File: config.mk
export PLATFORM = sky130hd
export DESIGN_NAME = melody_recorder_player
export DESIGN_NICKNAME = d
export VERILOG_FILES = /design/src/rtl/melody_recorder_player.sv
export SDC_FILE = /design/constraint.sdc
export NUM_CORES = 1
export LEC_CHECK = 0
export BUFFER_PORTS_ARGS = -buffer_cell sky130_fd_sc_hd__buf_2
export CORE_ASPECT_RATIO = 1.1
export CORE_MARGIN = 3
export CORE_UTILIZATION = 60
export CTS_BUF_LIST = sky130_fd_sc_hd__clkbuf_2
export DETAILED_ROUTE_END_ITERATION = 8
export GPL_TIMING_DRIVEN = 1
export PLACE_DENSITY_LB_ADDON = 0.12
export SLEW_MARGIN = 20
export SYNTH_ARGS = -nofsm -noshare
export SYNTH_HDL_FRONTEND = slang
export SYNTH_SLANG_ARGS = --single-unit
File: constraint.sdc
create_clock -name clk_i -period 6.9 [get_ports clk_i]
set_input_delay 1.38 -clock clk_i [delete_from_list [all_inputs] [get_ports clk_i]]
set_output_delay 1.38 -clock clk_i [all_outputs]
set_load 0.01 [all_outputs]
File: src/rtl/melody_recorder_player.sv
// ---------------------------------------------------------------------------
// melody_recorder_player
//
// Records the live {note, octave} stream coming from the keypad decoder as a
// list of {note, octave, duration} entries and plays that list back to the
// tone generator.  While idle or recording, the tone generator hears the live
// keys through one register stage.  While playing, it hears the stored buffer.
// Durations are counted in external tick strobes.
//
// Ports
//   clk_i          system clock, all logic on the rising edge
//   rst_i          synchronous active-high reset
//   tick_i         one-cycle duration strobe
//   rec_start_i    one-cycle pulse, begin recording (accepted in IDLE only)
//   play_start_i   one-cycle pulse, begin playback (IDLE with count > 0 only)
//   stop_i         one-cycle pulse, end REC or PLAY (wins over the others)
//   key_note_i     live note code (0 = rest, 1..12 = C..B)
//   key_octave_i   live octave (0..9)
//   out_note_o     note to the tone generator
//   out_octave_o   octave to the tone generator
//   state_o        0 = IDLE, 1 = REC, 2 = PLAY
//   count_o        number of valid stored entries
//   full_o         buffer holds DEPTH entries
// ---------------------------------------------------------------------------
module melody_recorder_player #(
    parameter int DEPTH  = 64,
    parameter int ADDR_W = 6,
    parameter int DUR_W  = 12
) (
    input  logic              clk_i,
    input  logic              rst_i,
    input  logic              tick_i,
    input  logic              rec_start_i,
    input  logic              play_start_i,
    input  logic              stop_i,
    input  logic [3:0]        key_note_i,
    input  logic [3:0]        key_octave_i,
    output logic [3:0]        out_note_o,
    output logic [3:0]        out_octave_o,
    output logic [1:0]        state_o,
    output logic [ADDR_W:0]   count_o,
    output logic              full_o
);

    typedef enum logic [1:0] {
        ST_IDLE = 2'd0,
        ST_REC  = 2'd1,
        ST_PLAY = 2'd2
    } state_t;

    localparam int                ENTRY_W    = 8 + DUR_W;
    localparam logic [DUR_W-1:0]  DUR_MAX    = '1;
    localparam logic [DUR_W-1:0]  DUR_ONE    = 1;
    localparam logic [ADDR_W:0]   CNT_ONE    = 1;
    localparam logic [ADDR_W:0]   COUNT_FULL = (ADDR_W+1)'(DEPTH);

    state_t               state_q, state_d;
    logic [ADDR_W:0]      count_q, count_d;
    logic [7:0]           cur_q, cur_d;        // key being timed while recording
    logic [DUR_W-1:0]     dur_q, dur_d;        // ticks accumulated for cur_q
    logic [ADDR_W-1:0]    idx_q, idx_d;        // playback entry index
    logic [DUR_W-1:0]     rem_q, rem_d;        // ticks left for the playing entry
    logic                 rd_valid_q, rd_valid_d;  // rd_q holds mem[idx_q]
    logic                 fresh_q, fresh_d;    // rd_q was loaded on the last edge
    logic                 shown_q, shown_d;    // an entry has reached the outputs
    logic [7:0]           keys_q;              // live keys, one stage late

    logic [ENTRY_W-1:0]   mem [DEPTH];
    logic [ENTRY_W-1:0]   rd_q;

    logic                 wr_en;
    logic [ENTRY_W-1:0]   wr_data;
    logic [7:0]           key_w;
    logic                 full_w;
    logic [DUR_W:0]       sum_w;
    logic [DUR_W-1:0]     d_w;
    logic [DUR_W-1:0]     rem_eff_w;
    logic                 last_w;
    logic                 play_show_w;

    always_comb begin
        key_w  = {key_note_i, key_octave_i};
        full_w = (count_q == COUNT_FULL);
        // One extra bit so a tick at the maximum duration cannot wrap.
        sum_w  = {1'b0, dur_q} + {{DUR_W{1'b0}}, tick_i};
        d_w    = sum_w[DUR_W] ? DUR_MAX : sum_w[DUR_W-1:0];
        // The first cycle an entry is visible its duration is still in rd_q.
        rem_eff_w = fresh_q ? rd_q[DUR_W-1:0] : rem_q;
        last_w    = ({1'b0, idx_q} == (count_q - CNT_ONE));

        state_d    = state_q;
        count_d    = count_q;
        cur_d      = cur_q;
        dur_d      = dur_q;
        idx_d      = idx_q;
        rem_d      = rem_q;
        rd_valid_d = rd_valid_q;
        shown_d    = shown_q;
        wr_en      = 1'b0;
        wr_data    = {cur_q, d_w};

        unique case (state_q)
            ST_IDLE: begin
                if (!stop_i) begin
                    if (rec_start_i) begin
                        state_d = ST_REC;
                        count_d = '0;
                        cur_d   = key_w;
                        dur_d   = '0;
                    end else if (play_start_i && (count_q != '0)) begin
                        state_d    = ST_PLAY;
                        idx_d      = '0;
                        rd_valid_d = 1'b0;
                        shown_d    = 1'b0;
                    end
                end
            end
            ST_REC: begin
                if (stop_i) begin
                    if ((d_w != '0) && !full_w) begin
                        wr_en   = 1'b1;
                        count_d = count_q + CNT_ONE;
                    end
                    state_d = ST_IDLE;
                    dur_d   = '0;
                end else if (key_w != cur_q) begin
                    // A key change with no tick since the last one is dropped.
                    if ((d_w != '0) && !full_w) begin
                        wr_en   = 1'b1;
                        count_d = count_q + CNT_ONE;
                    end
                    cur_d = key_w;
                    dur_d = '0;
                end else if (tick_i && (dur_q == DUR_MAX)) begin
                    // Saturated note: store a full-length entry and let the
                    // overflowing tick open the continuation entry, so the
                    // total number of ticks held is preserved.
                    if (!full_w) begin
                        wr_en   = 1'b1;
                        count_d = count_q + CNT_ONE;
                    end
                    dur_d = DUR_ONE;
                end else begin
                    dur_d = sum_w[DUR_W-1:0];
                end
                if (wr_en && (count_d == COUNT_FULL)) begin
                    state_d = ST_IDLE;
                end
            end
            ST_PLAY: begin
                if (stop_i) begin
                    state_d = ST_IDLE;
                end else if (!rd_valid_q) begin
                    // RAM read of mem[idx_q] lands at the end of this cycle.
                    rd_valid_d = 1'b1;
                end else begin
                    shown_d = 1'b1;
                    rem_d   = rem_eff_w;
                    if (tick_i) begin
                        rem_d = rem_eff_w - DUR_ONE;
                        if (rem_eff_w == DUR_ONE) begin
                            if (last_w) begin
                                state_d = ST_IDLE;
                            end else begin
                                idx_d      = idx_q + 1'b1;
                                rd_valid_d = 1'b0;
                            end
                        end
                    end
                end
            end
            default: begin
                state_d = ST_IDLE;
            end
        endcase

        fresh_d = rd_valid_d & ~rd_valid_q;
    end

    always_ff @(posedge clk_i) begin
        if (rst_i) begin
            state_q    <= ST_IDLE;
            count_q    <= '0;
            cur_q      <= '0;
            dur_q      <= '0;
            idx_q      <= '0;
            rem_q      <= '0;
            rd_valid_q <= 1'b0;
            fresh_q    <= 1'b0;
            shown_q    <= 1'b0;
            keys_q     <= {4'd0, 4'd4};
        end else begin
            state_q    <= state_d;
            count_q    <= count_d;
            cur_q      <= cur_d;
            dur_q      <= dur_d;
            idx_q      <= idx_d;
            rem_q      <= rem_d;
            rd_valid_q <= rd_valid_d;
            fresh_q    <= fresh_d;
            shown_q    <= shown_d;
            keys_q     <= key_w;
        end
    end

    // Buffer: write port at the record pointer, registered read at idx_q.
    always_ff @(posedge clk_i) begin
        if (wr_en) begin
            mem[count_q[ADDR_W-1:0]] <= wr_data;
        end
        rd_q <= mem[idx_q];
    end

    // Until the first entry arrives after play_start the live path stays
    // selected; afterwards the previous entry is held across index changes.
    assign play_show_w  = (state_q == ST_PLAY) && (shown_q || rd_valid_q);
    assign out_note_o   = play_show_w ? rd_q[ENTRY_W-1 -: 4] : keys_q[7:4];
    assign out_octave_o = play_show_w ? rd_q[DUR_W+3 -: 4]   : keys_q[3:0];
    assign state_o      = state_q;
    assign count_o      = count_q;
    assign full_o       = full_w;

endmodule
==> results.sh, run 1 <==
export IMPL_p_per_area_mw_per_mm2=245
export IMPL_drv_slew=0
export IMPL_whs_ns=0.230
export IMPL_wl_mm=123
export IMPL_regArea_sq_mm=0.0400
export IMPL_leakagePower_nw=16.9
export IMPL_end_kind="primary output"
export IMPL_holdCritPathClass="input pin to flip-flop"
export IMPL_syn_avg_cell_area_sq_um=22.1
export IMPL_drc=0
export IMPL_drtIter0Drc=3010
export IMPL_design_core_area_sq_mm=0.0870
export IMPL_cp_required_ns=5.52
export IMPL_tightest_slew_ns=1.08
export IMPL_synth_area_leaders="edfxtp_1 (72%), mux4_2 (18%), dfxtp_1 (2.9%)"
export IMPL_area_delta_synth_final_pct=9.01
export IMPL_clk_latency_ns=1.50
export IMPL_grt_usage_pct=27.5
export IMPL_start_kind="flip-flop"
export IMPL_cts_sinks=1358
export IMPL_synth_simple_gate_area_share_pct=2.82
export IMPL_syn_area_sq_mm=0.0530
export IMPL_synth_top_family_by_area="multiplexers"
export IMPL_grt_max_degree=133
export IMPL_num_nets_final=2713
export IMPL_fin_worst_skew_ns=0.153
export IMPL_h_tree_depth=5
export IMPL_layout_drive_gt1_share_pct=38.7
export IMPL_rsz0062_at_grt="no"
export IMPL_antenna_found_initial=15
export IMPL_maxCapViolCount=0
export IMPL_synth_cells=2401
export IMPL_root_buffer="clkbuf_2"
export IMPL_io_buffers=31
export IMPL_cts_setup_buffers=0
export IMPL_cts_made_buffers=334
export IMPL_drt_wirelength_per_cell_um=30.2
export IMPL_start_util_pct=61.0
export IMPL_synth_area_leader_cell="edfxtp_1"
export IMPL_io_pins=32
export IMPL_layout_commonest_cell="edfxtp_1"
export IMPL_yosysWarnings=0
export IMPL_grt_pass1_wl_mm=179
export IMPL_tns_ns=0
export IMPL_crit_arrival_ns=3.20
export IMPL_gp_congestion=0.901
export IMPL_drt_pass1_iterations=5
export IMPL_die_y_um=318
export IMPL_reg2regPathDepth=9
export IMPL_synth_top_area_share_pct=72.5
export IMPL_finalSetupViolations=0
export IMPL_ys_types=66
export IMPL_synthXorXnorAreaFrac_pct=0.545
export IMPL_async_flop_share_pct=0
export IMPL_cts_tree="built"
export IMPL_max_clock_path_buffers=4
export IMPL_worst_setup_path_type="flip-flop to primary output"
export IMPL_ir_drop_mv=0.153
export IMPL_fmaxAchievable_mhz=218
export IMPL_period_minus_slack_ns=4.58
export IMPL_synth_edf_count=1280
export IMPL_fillCellCount=5684
export IMPL_synth_seq_cells=1358
export IMPL_die_area_sq_mm=0.0920
export IMPL_utilization_pct=66.5
export IMPL_dieWidth_um=289
export IMPL_cts_resized=0
export IMPL_vias=26100
export IMPL_final_antenna_net_count=0
export IMPL_syn_nets=2422
export IMPL_synth_mux_area_share_pct=18.4
export IMPL_slew_headroom_pct=27.6
export IMPL_final_cell_mix="edfxtp_1 (1,280), clkbuf_2 (471), mux4_2 (420)"
export IMPL_synth_ff_type="edfxtp_1"
export IMPL_rows=113
export IMPL_synth_fa_ha_area_share_pct=0.165
export IMPL_multiInputGateArea_sq_mm=0.0127
export IMPL_vias_per_cell=6.41
export IMPL_finalHoldViolCount=0
export IMPL_cts_clk_slew_worst_paths_ns=0.10
export IMPL_holdPathStages=2
export IMPL_grt_overflow_total=0
export IMPL_seq_area_frac_synth_pct=75.4
export IMPL_dp_hpwl_mm=72.3
export IMPL_holdBufCountCts=8
export IMPL_min_period_over_period_pct=66.4
export IMPL_status="finished, final reports clean"
export IMPL_synth_compound_area_share_pct=1.35
export IMPL_first_global_vias=26300
export IMPL_crit_fanout=14
metal layers:
layer  GRT usage (%)  vias up  wire length (um)
li1                -    10900                 -
met1            40.7    13700             48200
met2            41.8     1420             59800
met3            6.22      139             11800
met4            8.85        0              3060
met5               0        -                 0
cell families (layout without fill, tap and decap cells):
family / after synthesis / in the layout
buffers and inverters: 153 / 674
and+or+nand+nor: 294 / 294
muxes: 447 / 447
adders and majority gates: 7 / 7
xor gates and xnor gates: 33 / 33
DFF: 1358 / 1358
AOI/OAI and AO/OA: 109 / 109
other: 0 / 4
worst max-delay path, stage by stage (launching register included):
cell and delay [ns]:
dfxtp_1 0.66, inv_1 0.17, ha_1 0.30, nor2b_1 0.16, and3_1 0.29, buf_2 0.21
Yosys cell counts, types with 6 or more instances:
| cell | number |
|---|---|
| nand4_1 | 14 |
| mux4_2 | 420 |
| nor3b_1 | 6 |
| xnor2_1 | 18 |
| clkbuf_1 | 69 |
| a21oi_1 | 35 |
| o211ai_1 | 6 |
| xor2_1 | 15 |
| o21ai_0 | 14 |
| nand3_1 | 17 |
| buf_1 | 24 |
| dfxtp_1 | 78 |
| buf_4 | 9 |
| ha_1 | 7 |
| nand2b_1 | 6 |
| nor2_1 | 99 |
| inv_1 | 7 |
| o21ai_1 | 14 |
| nor4_1 | 6 |
| buf_6 | 6 |
| mux2i_1 | 18 |
| nor2b_1 | 15 |
| nor3_1 | 27 |
| nand2_1 | 46 |
| or3_1 | 11 |
| and3_1 | 9 |
| edfxtp_1 | 1280 |
| mux2_2 | 9 |
| buf_2 | 37 |
| a31oi_1 | 7 |
layout make-up:
type / instances / area share, %
well taps: 1150 / 2.49
repair buffers: 100 / 1.31
multi-input cells: 890 / 21.9
clock inverters: 95 / 0.862
diodes: 4 / 0.0173
flip-flops and latches: 1358 / 69.2
clock buffers: 471 / 4.08
inverters: 8 / 0.0520
sequential cells by signal (all words and copies together) (netlist names):
signal / count
cur_q: 8
mem: 1280
state_o: 2
idx_q: 6
fresh_q: 1
rd_q: 20
rd_valid_q: 1
keys_q: 8
shown_q: 1
rem_q: 12
dur_q: 12
count_o: 7
metrics by stage:
step                      instances  power [W]  area, sq um  setup slack, ns
after floorplan                2401    0.00922        53000             1.49
after global placement         3498    0.00929        54800             1.27
after detailed placement       3498    0.00929        54800             1.15
after CTS                      4072     0.0143        57700             2.13
after global routing           4075     0.0147        57800             2.03
final                          4076     0.0141        57800             2.32
power by group:
part           internal (W)  switching [W]
sequential          0.00894     0.00000607
clock               0.00198        0.00305
combinational     0.0000358       0.000128
total                0.0110        0.00318
path summary, 6_finish.rpt:
path,from,end,slack [ns]
worst max-delay path,count_o[0],full_o,2.32
worst min-delay path,key_octave_i[1],keys_q[1],0.23
worst max register to register,dur_q[0],mem[14][13],2.35
worst min register to register,rem_q[0],rem_q[0],0.46
No activity file was read; power rests on OpenSTA's default activity.
==> run 2: changes to the inputs <==
ABC_AREA = 1   (was not set)
clock period = 4.3 ns   (was 6.9 ns; I/O delays follow)
==> run 2 against run 1 <==
  * Sequential power increased by 61%
  * Synthesized area is 1.5% higher
  * Via count rose by 41%
  * Worst hold slack better by 0.0069 ns
  * Global-route usage is 4.2 points higher
  * Setup slack lost 2.1 ns
  * Total power increased by 66%
  * Critical path type unchanged
  * Critical endpoint is now out_note_o[0]
==> results.sh, run 2 <==
export IMPL_die_y_um=320
export IMPL_area_delta_synth_final_pct=10.4
export IMPL_synth_area_leaders="edfxtp_1 (71%), o21ai_0 (6.2%), nor2_1 (5.3%)"
export IMPL_swShare_pct=23.7
export IMPL_crit_arrival_ns=3.21
export IMPL_place_ws_ns=0.207
export IMPL_worst_setup_path_type="flip-flop to primary output"
export IMPL_io_buffers=31
export IMPL_crit_chain="inv_1, nor2_1, o21ai_2, mux2_2, buf_2"
export IMPL_reg2regPathDepth=15
export IMPL_rsz0062_at_grt="no"
export IMPL_p_sw_w=0.00554
export IMPL_critPathSlowestCell="dfxtp_1"
export IMPL_cp_required_ns=3.44
export IMPL_synth_common_cells="edfxtp_1 (1,280), nor2_1 (760), o21ai_0 (668), nand2_1 (294), clkbuf_1 (265)"
export IMPL_min_period_over_period_pct=94.6
export IMPL_yosysWarnings=0
export IMPL_drv_slew=0
export IMPL_p_per_area_mw_per_mm2=394
export IMPL_grt_max_degree=206
export IMPL_antenna_found_initial=4
export IMPL_drt_pass1_iterations=7
export IMPL_cpLargestDelayFamily="flip-flops"
export IMPL_cts_sinks=1358
export IMPL_path_buf_inv=2
export IMPL_layout_commonest_cell="edfxtp_1"
export IMPL_finalHoldViolCount=0
export IMPL_die_area_sq_mm=0.0933
export IMPL_yosysMostFrequentCell="edfxtp_1"
export IMPL_vias=36900
export IMPL_syn_nets=4204
export IMPL_clk_latency_ns=1.54
export IMPL_holdCritPathClass="input pin to flip-flop"
export IMPL_wl_mm=148
export IMPL_slew_headroom_pct=32.7
export IMPL_grt_overflow_total=0
export IMPL_seqPwrFrac_pct=61.6
export IMPL_utilization_pct=67.2
export IMPL_holdPathStages=6
export IMPL_design_core_area_sq_mm=0.0884
export IMPL_seq_area_frac_synth_pct=74.3
export IMPL_h_tree_depth=5
export IMPL_whs_ns=0.237
export IMPL_synth_seq_cells=1358
export IMPL_cts_made_buffers=342
export IMPL_layout_drive_gt1_share_pct=17.8
export IMPL_combPwrFrac_pct=2.9
export IMPL_internal_power_w=0.0179
export IMPL_final_antenna_net_count=0
export IMPL_vias_per_cell=6.29
export IMPL_drt_wirelength_per_cell_um=25.3
export IMPL_synth_top_area_share_pct=71.4
export IMPL_syn_avg_cell_area_sq_um=12.9
export IMPL_grt_usage_pct=31.7
export IMPL_leakagePower_nw=19.7
export IMPL_drc=0
export IMPL_period_minus_slack_ns=4.07
export IMPL_start_kind="flip-flop"
export IMPL_status="finished, final reports clean"
export IMPL_synth_area_leader_cell="edfxtp_1"
export IMPL_maxCapViolCount=0
export IMPL_first_global_vias=35500
export IMPL_ys_types=50
export IMPL_tns_ns=0
export IMPL_dp_hpwl_mm=87.1
export IMPL_async_flop_share_pct=0
export IMPL_dp_cells=5268
export IMPL_clkPwrFrac_pct=35.5
export IMPL_io_pins=32
export IMPL_largest_register_ffs=1280
export IMPL_synth_edf_count=1280
export IMPL_start_util_pct=60.9
export IMPL_fmaxAchievable_mhz=246
export IMPL_ir_drop_mv=0.212
export IMPL_rows=114
export IMPL_cts_tree="built"
export IMPL_max_clock_path_buffers=4
export IMPL_drtIter0Drc=4530
export IMPL_gp_congestion=0.922
export IMPL_fin_worst_skew_ns=0.186
export IMPL_finalWorstSetupSlack_ns=0.232
export IMPL_cts_clk_slew_worst_paths_ns=0.11
export IMPL_tightest_slew_ns=1.01
export IMPL_synth_cells=4183
export IMPL_root_buffer="clkbuf_2"
export IMPL_dieWidth_um=292
export IMPL_grt_pass1_wl_mm=221
export IMPL_finalSetupViolations=0
export IMPL_synth_ff_type="edfxtp_1"
export IMPL_num_nets_final=4502
export IMPL_max_stage_delay_ns=0.43
export IMPL_syn_area_sq_mm=0.0538
export IMPL_final_cell_mix="edfxtp_1 (1,280), nor2_1 (695), o21ai_0 (668)"
export IMPL_cp_depth=5
export IMPL_crit_fanout=8
export IMPL_end_kind="primary output"
export IMPL_final_cells=5867
## run 2: final cells by class
| type | count | area (sq um) |
|---|---|---|
| Clock inverter | 112 | 651 |
| Sequential cell | 1358 | 40000 |
| Timing Repair Buffer | 240 | 2030 |
| Tap cell | 1160 | 1450 |
| Multi-Input combinational cell | 2452 | 12600 |
| Antenna cell | 5 | 12.5 |
| Clock buffer | 453 | 2270 |
| Inverter | 87 | 347 |
| Fill cell | 6476 | 29000 |
## run 2: logic make-up (layout without fill, tap and decap cells)
group           count (synthesis)  count (layout)  share of synthesized area, %
flops                        1358            1358                          74.3
simple gates                 1276            1276                          9.99
compound gates               1137            1137                          12.3
buf+inv                       373             892                          2.63
xor+xnor                       20              20                         0.325
mux                            12              12                         0.242
fa+ha+maj                       7               7                         0.163
other cells                     0               5                             0
## run 2: metal layers
| layer | vias up | wire length (um) | share of wire [%] | GRT usage [%] |
|---|---|---|---|---|
| met2 | 2177 | 68800 | 46 | 48.8 |
| met4 | 2 | 5380 | 3.6 | 12.7 |
| met1 | 18000 | 59400 | 40 | 44.7 |
| li1 | 16400 | - | - | - |
| met3 | 311 | 14900 | 10 | 6.92 |
| met5 | - | 13 | 0.0088 | 0 |
## run 2: worst paths after layout
check         startpoint       endpoint  slack, ns
max           state_o[1]  out_note_o[0]       0.23
min          rec_start_i     state_o[0]       0.24
max reg2reg     dur_q[0]     mem[38][7]       0.75
min reg2reg     cur_q[0]       cur_q[0]       0.49
## run 2: stage by stage
step	total power (W)	instance area, sq um
global placement	0.0154	56200
floorplan	0.0151	53800
global route	0.0243	59400
detailed placement	0.0154	56200
finish	0.0234	59400
CTS	0.0235	59400
## run 2: power groups by stage
| stage | clock (W) | sequential [W] | combinational (W) |
|---|---|---|---|
| floorplan | 0 | 0.0148 | 0.000267 |
| global placement | 0 | 0.0147 | 0.000640 |
| finish | 0.00831 | 0.0144 | 0.000678 |
| global route | 0.00915 | 0.0144 | 0.000721 |
| detailed placement | 0 | 0.0147 | 0.000648 |
| CTS | 0.00844 | 0.0144 | 0.000669 |
## run 2: timing repair
item	CTS	global route
gates resized for setup	1	0
endpoints found under the hold margin	53	0
setup buffers	0	0
endpoints found under the setup margin	8	0
hold buffers	29	0
## run 2: worst register-to-register path, stage by stage, from the launching register on
cell and delay (ns):
dfxtp_1 0.37, ha_1 0.20, ha_1 0.21, inv_1 0.10
nor2_4 0.18, nand3_2 0.20, nand4_1 0.16, nor2_2 0.06
nand3_4 0.12, nand3_2 0.10, nand2_4 0.10, inv_4 0.05
nor2_8 0.22, nand4_4 0.43, nor2_2 0.26, buf_4 0.34
